## config.mk

```make
export PLATFORM = sky130hd
export DESIGN_NAME = bus_arbiter_flat
export DESIGN_NICKNAME = d
export VERILOG_FILES = /design/src/rtl/bus_arbiter_if.sv /design/src/rtl/bus_arbiter.sv /design/src/flat_wrapper.sv
export SDC_FILE = /design/constraint.sdc
export NUM_CORES = 1
export LEC_CHECK = 0
export BUFFER_PORTS_ARGS = -buffer_cell sky130_fd_sc_hd__buf_2
export CAP_MARGIN = 20
export CORE_ASPECT_RATIO = 1.75
export CORE_MARGIN = 5
export CORE_UTILIZATION = 45
export CTS_BUF_LIST = sky130_fd_sc_hd__clkbuf_4
export CTS_CLUSTER_SIZE = 25
export DETAILED_ROUTE_END_ITERATION = 6
export PLACE_DENSITY = 0.81
export SETUP_SLACK_MARGIN = 0.3
export SYNTH_ARGS = -nofsm -noshare
export SYNTH_HDL_FRONTEND = slang
export SYNTH_SLANG_ARGS = --single-unit
export TNS_END_PERCENT = 10
```

## constraint.sdc

```tcl
create_clock -name clk -period 1.75 [get_ports clk]
set_input_delay 0.175 -clock clk [delete_from_list [all_inputs] [get_ports clk]]
set_output_delay 0.175 -clock clk [all_outputs]
set_load 0.05 [all_outputs]
```

## src/rtl/bus_arbiter_if.sv

```systemverilog
// bus_arbiter_if: fetch, data-memory and shared-bus signals of the arbiter.
// The master modport is the arbiter's view, slave is its environment's.
interface bus_arbiter_if;
    logic        if_req_i;
    logic [31:0] if_addr_i;
    logic [31:0] if_rdata_o;
    logic        if_ack_o;
    logic        dm_req_i;
    logic        dm_we_i;
    logic [3:0]  dm_sel_i;
    logic [31:0] dm_addr_i;
    logic [31:0] dm_wdata_i;
    logic [31:0] dm_rdata_o;
    logic        dm_ack_o;
    logic        bus_req_o;
    logic        bus_we_o;
    logic [3:0]  bus_sel_o;
    logic [31:0] bus_addr_o;
    logic [31:0] bus_wdata_o;
    logic [31:0] bus_rdata_i;
    logic        bus_ack_i;
    logic        err_o;
    logic        stall_req_o;

    modport master (
        input  if_req_i, if_addr_i,
        input  dm_req_i, dm_we_i, dm_sel_i, dm_addr_i, dm_wdata_i,
        input  bus_rdata_i, bus_ack_i,
        output if_rdata_o, if_ack_o, dm_rdata_o, dm_ack_o,
        output bus_req_o, bus_we_o, bus_sel_o, bus_addr_o, bus_wdata_o,
        output err_o, stall_req_o
    );

    modport slave (
        output if_req_i, if_addr_i,
        output dm_req_i, dm_we_i, dm_sel_i, dm_addr_i, dm_wdata_i,
        output bus_rdata_i, bus_ack_i,
        input  if_rdata_o, if_ack_o, dm_rdata_o, dm_ack_o,
        input  bus_req_o, bus_we_o, bus_sel_o, bus_addr_o, bus_wdata_o,
        input  err_o, stall_req_o
    );
endinterface

```

## src/rtl/bus_arbiter.sv

```systemverilog
// bus_arbiter: shares one memory bus between instruction fetch and data
// memory with alternating priority and a per-transfer wait timeout.
module bus_arbiter #(
    parameter int unsigned TIMEOUT = 255
) (
    input  logic          clk,
    input  logic          rst,
    bus_arbiter_if.master bus
);

    typedef enum logic [1:0] {IDLE, IF_BUSY, DM_BUSY} state_t;

    state_t      state_q, state_d;
    logic        last_dm_q;
    logic [7:0]  cnt_q;
    logic        breq_q, bwe_q;
    logic [3:0]  bsel_q;
    logic [31:0] baddr_q, bwdata_q;
    logic        if_ack_q, dm_ack_q, err_q;
    logic [31:0] if_rd_q, dm_rd_q;
    logic        if_vld, dm_vld;
    logic        gnt_if, gnt_dm, done_ack, done_to;

    // a requester being acked this cycle is not re-arbitrated
    assign if_vld = bus.if_req_i & ~if_ack_q;
    assign dm_vld = bus.dm_req_i & ~dm_ack_q;

    always_comb begin
        state_d  = state_q;
        gnt_if   = 1'b0;
        gnt_dm   = 1'b0;
        done_ack = 1'b0;
        done_to  = 1'b0;
        unique case (state_q)
            IDLE: begin
                gnt_dm = dm_vld & (~if_vld | ~last_dm_q);
                gnt_if = if_vld & ~gnt_dm;
                if (gnt_dm)      state_d = DM_BUSY;
                else if (gnt_if) state_d = IF_BUSY;
            end
            IF_BUSY, DM_BUSY: begin
                done_ack = bus.bus_ack_i;
                done_to  = ~bus.bus_ack_i & (cnt_q == 8'(TIMEOUT - 1));
                if (done_ack | done_to) state_d = IDLE;
            end
            default: state_d = IDLE;
        endcase
    end

    always_ff @(posedge clk or negedge rst) begin
        if (!rst) state_q <= IDLE;
        else      state_q <= state_d;
    end

    always_ff @(posedge clk or negedge rst) begin
        if (!rst) begin
            last_dm_q <= 1'b0;
            cnt_q     <= '0;
            breq_q    <= 1'b0;
            bwe_q     <= 1'b0;
            bsel_q    <= '0;
            baddr_q   <= '0;
            bwdata_q  <= '0;
            if_ack_q  <= 1'b0;
            dm_ack_q  <= 1'b0;
            err_q     <= 1'b0;
            if_rd_q   <= '0;
            dm_rd_q   <= '0;
        end else begin
            if_ack_q <= 1'b0;
            dm_ack_q <= 1'b0;
            err_q    <= 1'b0;
            if (gnt_if) begin
                breq_q    <= 1'b1;
                bwe_q     <= 1'b0;
                bsel_q    <= 4'hF;
                baddr_q   <= bus.if_addr_i;
                bwdata_q  <= '0;
                last_dm_q <= 1'b0;
                cnt_q     <= '0;
            end else if (gnt_dm) begin
                breq_q    <= 1'b1;
                bwe_q     <= bus.dm_we_i;
                bsel_q    <= bus.dm_sel_i;
                baddr_q   <= bus.dm_addr_i;
                bwdata_q  <= bus.dm_wdata_i;
                last_dm_q <= 1'b1;
                cnt_q     <= '0;
            end else if (done_ack | done_to) begin
                breq_q <= 1'b0;
                err_q  <= done_to;
                if (state_q == IF_BUSY) begin
                    if_ack_q <= 1'b1;
                    if_rd_q  <= done_ack ? bus.bus_rdata_i : 32'h0;
                end else begin
                    dm_ack_q <= 1'b1;
                    dm_rd_q  <= (done_ack & ~bwe_q) ? bus.bus_rdata_i : 32'h0;
                end
            end else if (state_q != IDLE) begin
                cnt_q <= cnt_q + 8'd1;
            end
        end
    end

    assign bus.bus_req_o   = breq_q;
    assign bus.bus_we_o    = bwe_q;
    assign bus.bus_sel_o   = bsel_q;
    assign bus.bus_addr_o  = baddr_q;
    assign bus.bus_wdata_o = bwdata_q;
    assign bus.if_ack_o    = if_ack_q;
    assign bus.if_rdata_o  = if_rd_q;
    assign bus.dm_ack_o    = dm_ack_q;
    assign bus.dm_rdata_o  = dm_rd_q;
    assign bus.err_o       = err_q;
    // forced low during reset so every output is quiet
    assign bus.stall_req_o = rst & (if_vld | dm_vld);

endmodule

```

## src/flat_wrapper.sv

```systemverilog
// flat-port wrapper written by rule: the top's interface ports become plain ports
module bus_arbiter_flat 
#(
    parameter int unsigned TIMEOUT = 255
)
  (clk, rst, bus_if_req_i, bus_if_addr_i, bus_dm_req_i, bus_dm_we_i, bus_dm_sel_i, bus_dm_addr_i, bus_dm_wdata_i, bus_bus_rdata_i, bus_bus_ack_i, bus_if_rdata_o, bus_if_ack_o, bus_dm_rdata_o, bus_dm_ack_o, bus_bus_req_o, bus_bus_we_o, bus_bus_sel_o, bus_bus_addr_o, bus_bus_wdata_o, bus_err_o, bus_stall_req_o);
  bus_arbiter_if bus_i ();
  input  logic clk;
  input  logic rst;
  input wire logic [$bits(bus_i.if_req_i)-1:0] bus_if_req_i;
  input wire logic [$bits(bus_i.if_addr_i)-1:0] bus_if_addr_i;
  input wire logic [$bits(bus_i.dm_req_i)-1:0] bus_dm_req_i;
  input wire logic [$bits(bus_i.dm_we_i)-1:0] bus_dm_we_i;
  input wire logic [$bits(bus_i.dm_sel_i)-1:0] bus_dm_sel_i;
  input wire logic [$bits(bus_i.dm_addr_i)-1:0] bus_dm_addr_i;
  input wire logic [$bits(bus_i.dm_wdata_i)-1:0] bus_dm_wdata_i;
  input wire logic [$bits(bus_i.bus_rdata_i)-1:0] bus_bus_rdata_i;
  input wire logic [$bits(bus_i.bus_ack_i)-1:0] bus_bus_ack_i;
  output wire logic [$bits(bus_i.if_rdata_o)-1:0] bus_if_rdata_o;
  output wire logic [$bits(bus_i.if_ack_o)-1:0] bus_if_ack_o;
  output wire logic [$bits(bus_i.dm_rdata_o)-1:0] bus_dm_rdata_o;
  output wire logic [$bits(bus_i.dm_ack_o)-1:0] bus_dm_ack_o;
  output wire logic [$bits(bus_i.bus_req_o)-1:0] bus_bus_req_o;
  output wire logic [$bits(bus_i.bus_we_o)-1:0] bus_bus_we_o;
  output wire logic [$bits(bus_i.bus_sel_o)-1:0] bus_bus_sel_o;
  output wire logic [$bits(bus_i.bus_addr_o)-1:0] bus_bus_addr_o;
  output wire logic [$bits(bus_i.bus_wdata_o)-1:0] bus_bus_wdata_o;
  output wire logic [$bits(bus_i.err_o)-1:0] bus_err_o;
  output wire logic [$bits(bus_i.stall_req_o)-1:0] bus_stall_req_o;
  assign bus_i.if_req_i = bus_if_req_i;
  assign bus_i.if_addr_i = bus_if_addr_i;
  assign bus_i.dm_req_i = bus_dm_req_i;
  assign bus_i.dm_we_i = bus_dm_we_i;
  assign bus_i.dm_sel_i = bus_dm_sel_i;
  assign bus_i.dm_addr_i = bus_dm_addr_i;
  assign bus_i.dm_wdata_i = bus_dm_wdata_i;
  assign bus_i.bus_rdata_i = bus_bus_rdata_i;
  assign bus_i.bus_ack_i = bus_bus_ack_i;
  assign bus_if_rdata_o = bus_i.if_rdata_o;
  assign bus_if_ack_o = bus_i.if_ack_o;
  assign bus_dm_rdata_o = bus_i.dm_rdata_o;
  assign bus_dm_ack_o = bus_i.dm_ack_o;
  assign bus_bus_req_o = bus_i.bus_req_o;
  assign bus_bus_we_o = bus_i.bus_we_o;
  assign bus_bus_sel_o = bus_i.bus_sel_o;
  assign bus_bus_addr_o = bus_i.bus_addr_o;
  assign bus_bus_wdata_o = bus_i.bus_wdata_o;
  assign bus_err_o = bus_i.err_o;
  assign bus_stall_req_o = bus_i.stall_req_o;
  bus_arbiter #(.TIMEOUT(TIMEOUT)) u_core (.clk(clk), .rst(rst), .bus(bus_i));
endmodule
```

* Word level (Yosys, flattened, before mapping)
Cells that the tools add are included.
Cells by class: mux-type cells 38, $add $sub $neg 1, shifts and indexed selects 0, bitwise gates (word level) 21, $lt $le $gt $ge 0, eq/ne operators 6, reduce and logical (&&, ||, !) cells 10, div/mod/pow operators 0, multipliers 0
Operators by type and width (number):
- $mux W32 | 6
- $mux W8 | 4
- $mux W1 | 22
- $not A1 Y1 | 10
- $add A8 B1 Y8 const B | 1
- $eq A8 B8 Y1 const B | 1
- $mux W4 | 2
- $reduce_and A4 Y1 | 2
- $and A1 B1 Y1 | 7
- $mux W2 | 3
- $ne A3 B1 Y1 const B | 2
- $reduce_bool A3 Y1 | 2
- $or A1 B1 Y1 | 4
- $pmux W2 S2 | 1
- $reduce_and A2 Y1 | 2
- $reduce_bool A2 Y1 | 2
- $eq A2 B1 Y1 const B | 1
- $eq A2 B2 Y1 const B | 1
- $logic_not A2 Y1 | 1
- $ne A2 B1 Y1 const B | 1
- $reduce_or A2 Y1 | 1
Word-level totals: memory bits (read-only) 0, input bits 138, word-level logic and storage cells 89, bits in latches 0, RAM bits 0, memories 0, output and inout bits 138, flip-flop bits (word level) 148

* Longest topological paths before layout
depth in word-level cells 10, gate-level depth with buffers 9, mapped depth without buffers 6

* Worst setup path before layout
No wires, ideal clock.
kind register -> register, start register u_core.if_ack_q (netlist: u_core.bus.if_ack_o), end register u_core.if_rd_q[10] (netlist: u_core.bus.if_rdata_o[10]), setup slack -0.163 ns, library setup time 0.125 ns, arrival time 1.788 ns, period minus slack after synthesis 1.913 ns, cell stages (with the launch flop) 7, required time 1.625 ns, path through dfrtp_1 > nor2b_1 > o21ai_1 > and4_4 > buf_12 > buf_12 > mux2_4
Between the ends: cells in the longest elaborated chain, start to end 10, elaborated cells on any way between the ends 12
Ends and longest elaborated chain:
- start: declaration | RTL line bus_arbiter.sv:19 | logic if_ack_q, dm_ack_q, err_q;
- start signal: assignment | RTL line bus_arbiter.sv:64 | if_ack_q <= 1'b0;
- start signal: assignment | RTL line bus_arbiter.sv:70 | if_ack_q <= 1'b0;
- start signal: assignment | RTL line bus_arbiter.sv:93 | if_ack_q <= 1'b1;
- $not A1 Y1 * | RTL line bus_arbiter.sv:25 | assign if_vld = bus.if_req_i & ~if_ack_q;
- $and A1 B1 Y1 * | RTL line bus_arbiter.sv:25
- $not A1 Y1 | RTL line bus_arbiter.sv:36 | gnt_dm = dm_vld & (~if_vld | ~last_dm_q);
- $or A1 B1 Y1 | RTL line bus_arbiter.sv:36
- $and A1 B1 Y1 | RTL line bus_arbiter.sv:36
- $not A1 Y1 | RTL line bus_arbiter.sv:37 | gnt_if = if_vld & ~gnt_dm;
- $and A1 B1 Y1 | RTL line bus_arbiter.sv:37
- $mux W1 | RTL line bus_arbiter.sv:34 | unique case (state_q)
- $not A1 Y1 (no line)
- $reduce_and A4 Y1 (no line) *
- end signal: assignment | RTL line bus_arbiter.sv:94 | if_rd_q <= done_ack ? bus.bus_rdata_i : 32'h0;
- end: declaration | RTL line bus_arbiter.sv:20 | logic [31:0] if_rd_q, dm_rd_q;
Mark *: on every way between the ends. The rest lies on a longest branch, timed or not. A chain may end at the register's enable or synchronous reset.

* Worst setup path in the final report
start register u_core.cnt_q[0], end register u_core.if_rd_q[19] (netlist: u_core.bus.if_rdata_o[19])
Between the ends: cells in the longest elaborated chain, start to end 5
Ends and longest elaborated chain:
- start: declaration | RTL line bus_arbiter.sv:15 | logic [7:0] cnt_q;
- start signal: assignment | RTL line bus_arbiter.sv:100 | cnt_q <= cnt_q + 8'd1;
- $eq A8 B8 Y1 | RTL line bus_arbiter.sv:43 | done_to = ~bus.bus_ack_i & (cnt_q == 8'(TIMEOUT - 1));
- $and A1 B1 Y1 | RTL line bus_arbiter.sv:43
- $mux W1 | RTL line bus_arbiter.sv:34
- $or A1 B1 Y1 | RTL line bus_arbiter.sv:89 | end else if (done_ack | done_to) begin
- $reduce_and A4 Y1 (no line)
No other way between the ends.

==> results_dict.tcl <==
set metrics [dict create \
    status "finished, violations left" \
    violations "negative setup slack" \
    yosys_warnings 0 \
    yosysMostFrequentCell "dfrtp_1" \
    wire_per_inst_um 19.6 \
    drv_slew 0 \
    finalCriticalPeriod_ns 1.83 \
    place_congestion 0.820 \
    synth_area_sq_um 6430 \
    synth.distinct_cells 38 \
    critical_path_class "flop to flop" \
    grt_max_degree 86 \
    avgSynthCellArea_sq_um 11.7 \
    fin_crit_sh_pct 105 \
    synth-async-reset-ratio_pct 100 \
    htreeDepth 4 \
    worst_pin_slew_ns 0.467 \
    pre_cts_ws_ns -0.00164 \
    hold_class "input pin to async pin" \
    synth_top_area_share_pct 57.6 \
    core_sq_um 14000 \
    drtAntennaViolNets 0 \
    clk-insertion-delay-late_ns 0.52 \
    grt_usage_pct 26.4 \
    clk_pin_slew_worst_paths_ns 0.16 \
    setup_viol 33 \
    io_pins 276 \
    drt_wl_total_um 23300 \
    required_ns 2.16 \
    crit_chain "inv_1, ha_2, a41o_1, and4_4, clkbuf_16, mux2_4" \
    slew_headroom_pct 68.8 \
    routed-via-count 6323 \
    setup_ws_ns -0.0804 \
    start_util_pct 46.0 \
    setup.worst_path.start_class "flop" \
    syn-num-nets 690 \
    cp_max_fo 10 \
    grt_overflow 0 \
    ys_top_cells_by_count "dfrtp_1, nand2_1, inv_1, mux2i_1, a22o_1" \
    critPathMaxStageDelay_ns 0.40 \
    yosys.area.top_type "dfrtp_1" \
    synth-seq-cells 148 \
    io_buffer_count 275 \
    finalHoldViolations 0 \
    dieArea_sq_um 16900 \
    synth_cells 548 \
    std_cell_rows 57 \
    root_buffer "clkbuf_4" \
    fmax_ghz 0.546 \
    drc 0 \
    drt-pass1-iter-count 5 \
    end_kind "flop" \
    cts_sinks 148 \
    yosysSeqAreaShare_pct 57.6 \
    ir_drop_mv 1.16 \
    nets 1140 \
    area_delta_synth_final_pct 62.8 \
    p_leak_nw 5.39 \
    die_w_um 100 \
    finalHoldWorstSlack_ns 0.197 \
    cts_buffers 17 \
    slowest_stage "dfrtp_1" \
    grt_pass1_vias 6835 \
    crit_buf_inv 2 \
    tritoncts "built" \
    drv_cap 0 \
    drtIter0Drc 245 \
    vias_per_cell 5.32 \
    ys.flop_type "dfrtp_1" \
    finClkSkew_ns 0.0368 \
    p_per_area_nw_per_um2 1900 \
    fp.dieH_um 168 \
    critPathArrivalTime_ns 2.24 \
    grt_pass1_wl_um 35300 \
    dp_hpwl_um 13200 \
    clockBufferDepth 2 \
    rsz0062_at_grt "true" \
    synth_edf_count 0 \
    synth_area_leaders "dfrtp_1, mux2_4, nand2_1" \
    crit_family "flip-flops" \
    drive_gt1_share_pct 44.6 \
    antenna_found_initial 1 \
]
## path summary, 6_finish.rpt
| kind | endpoint | slack, ns | startpoint | cells after the start |
|---|---|---|---|---|
| hold / removal | u_core.bus.dm_rdata_o[6]$_DFFE_PN0P_ | 0.20 | rst | 3 |
| min in group clk | u_core.bus.err_o$_DFF_PN0_ | 0.22 | bus_bus_ack_i | 3 |
| max in group asynchronous | u_core.bus.dm_ack_o$_DFF_PN0_ | 0.85 | rst | 4 |
| setup reg to reg | u_core.bus.if_rdata_o[19]$_DFFE_PN0P_ | -0.08 | u_core.cnt_q[0]$_DFFE_PN0P_ | 6 |
| setup / recovery | u_core.bus.if_rdata_o[19]$_DFFE_PN0P_ | -0.08 | u_core.cnt_q[0]$_DFFE_PN0P_ | 6 |
| hold reg to reg | u_core.bus.bus_addr_o[11]$_DFFE_PN0N_ | 0.48 | u_core.bus.bus_addr_o[11]$_DFFE_PN0N_ | 2 |
## where the power goes
group,leakage (nW),switching [mW],internal (mW),total [mW]
Clock,0.127,1.38,0.620,2.00
Combinational,3.33,8.29,3.85,12.1
Sequential,1.94,0.894,4.86,5.75
## per-layer routing
| layer | global-route usage (%) | vias up | share of wire (%) |
|---|---|---|---|
| met5 | 0 | - | 0 |
| met3 | 6.63 | 74 | 7.3 |
| met1 | 28.5 | 3105 | 34 |
| met2 | 47.5 | 338 | 55 |
| met4 | 12.3 | 0 | 3.7 |
| li1 | - | 2806 | - |
## through the flow
stage / utilization (%) / cell area, sq um / power, mW / TNS (ns) / instances
2_1_floorplan: - / 6460 / 13.5 / 0 / 548
3_3_place_gp: 58.8 / 8210 / 16.3 / 0 / 998
3_5_place_dp: 58.8 / 8210 / 16.5 / -0.00164 / 998
4_1_cts: 72.7 / 10200 / 19.3 / -0.0360 / 1174
5_1_grt: 74.9 / 10500 / 20.8 / -3.50 / 1189
6_report: 74.9 / 10500 / 19.9 / -1.32 / 1189
## kinds of logic (layout without fill, tap and decap cells)
kind of cell	after synthesis	after routing	synth area share [%]
and+or+nand+nor	163	163	11.6
DFF	148	148	57.6
AOI/OAI and AO/OA	88	88	11.1
buffers and inverters	76	539	5.95
muxes	68	68	12.9
adders and majority gates	4	4	0.778
xor gates and xnor gates	1	1	0.136
other	0	1	0
## flip-flops by register name (all words and copies together) (netlist names)
signal	cells
u_core.bus.if_ack_o	1
u_core.bus.bus_addr_o	32
u_core.cnt_q	8
u_core.bus.dm_ack_o	1
u_core.state_q	2
u_core.bus.bus_req_o	1
u_core.bus.bus_we_o	1
u_core.last_dm_q	1
u_core.bus.err_o	1
u_core.bus.bus_wdata_o	32
u_core.bus.bus_sel_o	4
u_core.bus.if_rdata_o	32
u_core.bus.dm_rdata_o	32
## worst reg2reg max path: cells and delay by family, from the launching register on
family / cells / cell delay (ns)
compound gates: 1 / 0.24
mux: 1 / 0.30
flops: 1 / 0.40
simple gates: 1 / 0.35
buf+inv: 2 / 0.28
fa+ha+maj: 1 / 0.19
## placed cells by master, fill, tap and decap left out, drive strengths merged, types with 2 or more instances in the layout
cell	n
mux2i	36
inv	45
clkinvlp	5
nor2b	3
o211ai	5
dfrtp	148
a22o	35
o21ai	3
dlygate4sd3	135
mux2	32
ha	4
nand3	6
o22a	3
nand2	108
and4	2
a22oi	32
clkbuf	46
and3	33
nor2	3
nand4	3
nor3	3
o31ai	2
buf	307
## what timing repair did
item	4_1_cts	5_1_grt
setup buffers	8	8
pin swaps	22	27
gates cloned	2	4
hold buffers	134	1
gates resized for setup	51	39
setup endpoints to repair	145	170
hold endpoints to repair	272	4
## cell type report
| type | instances | area, sq um |
|---|---|---|
| flip-flops and latches | 148 | 3710 |
| repair buffers | 470 | 3520 |
| fillers | 868 | 3510 |
| multi-input cells | 324 | 2630 |
| well taps | 177 | 221 |
| inverters | 37 | 139 |
| clock buffers | 18 | 135 |
| clock inverters | 14 | 118 |
| diodes | 1 | 2.50 |
Power figures use the tool's default switching activity.
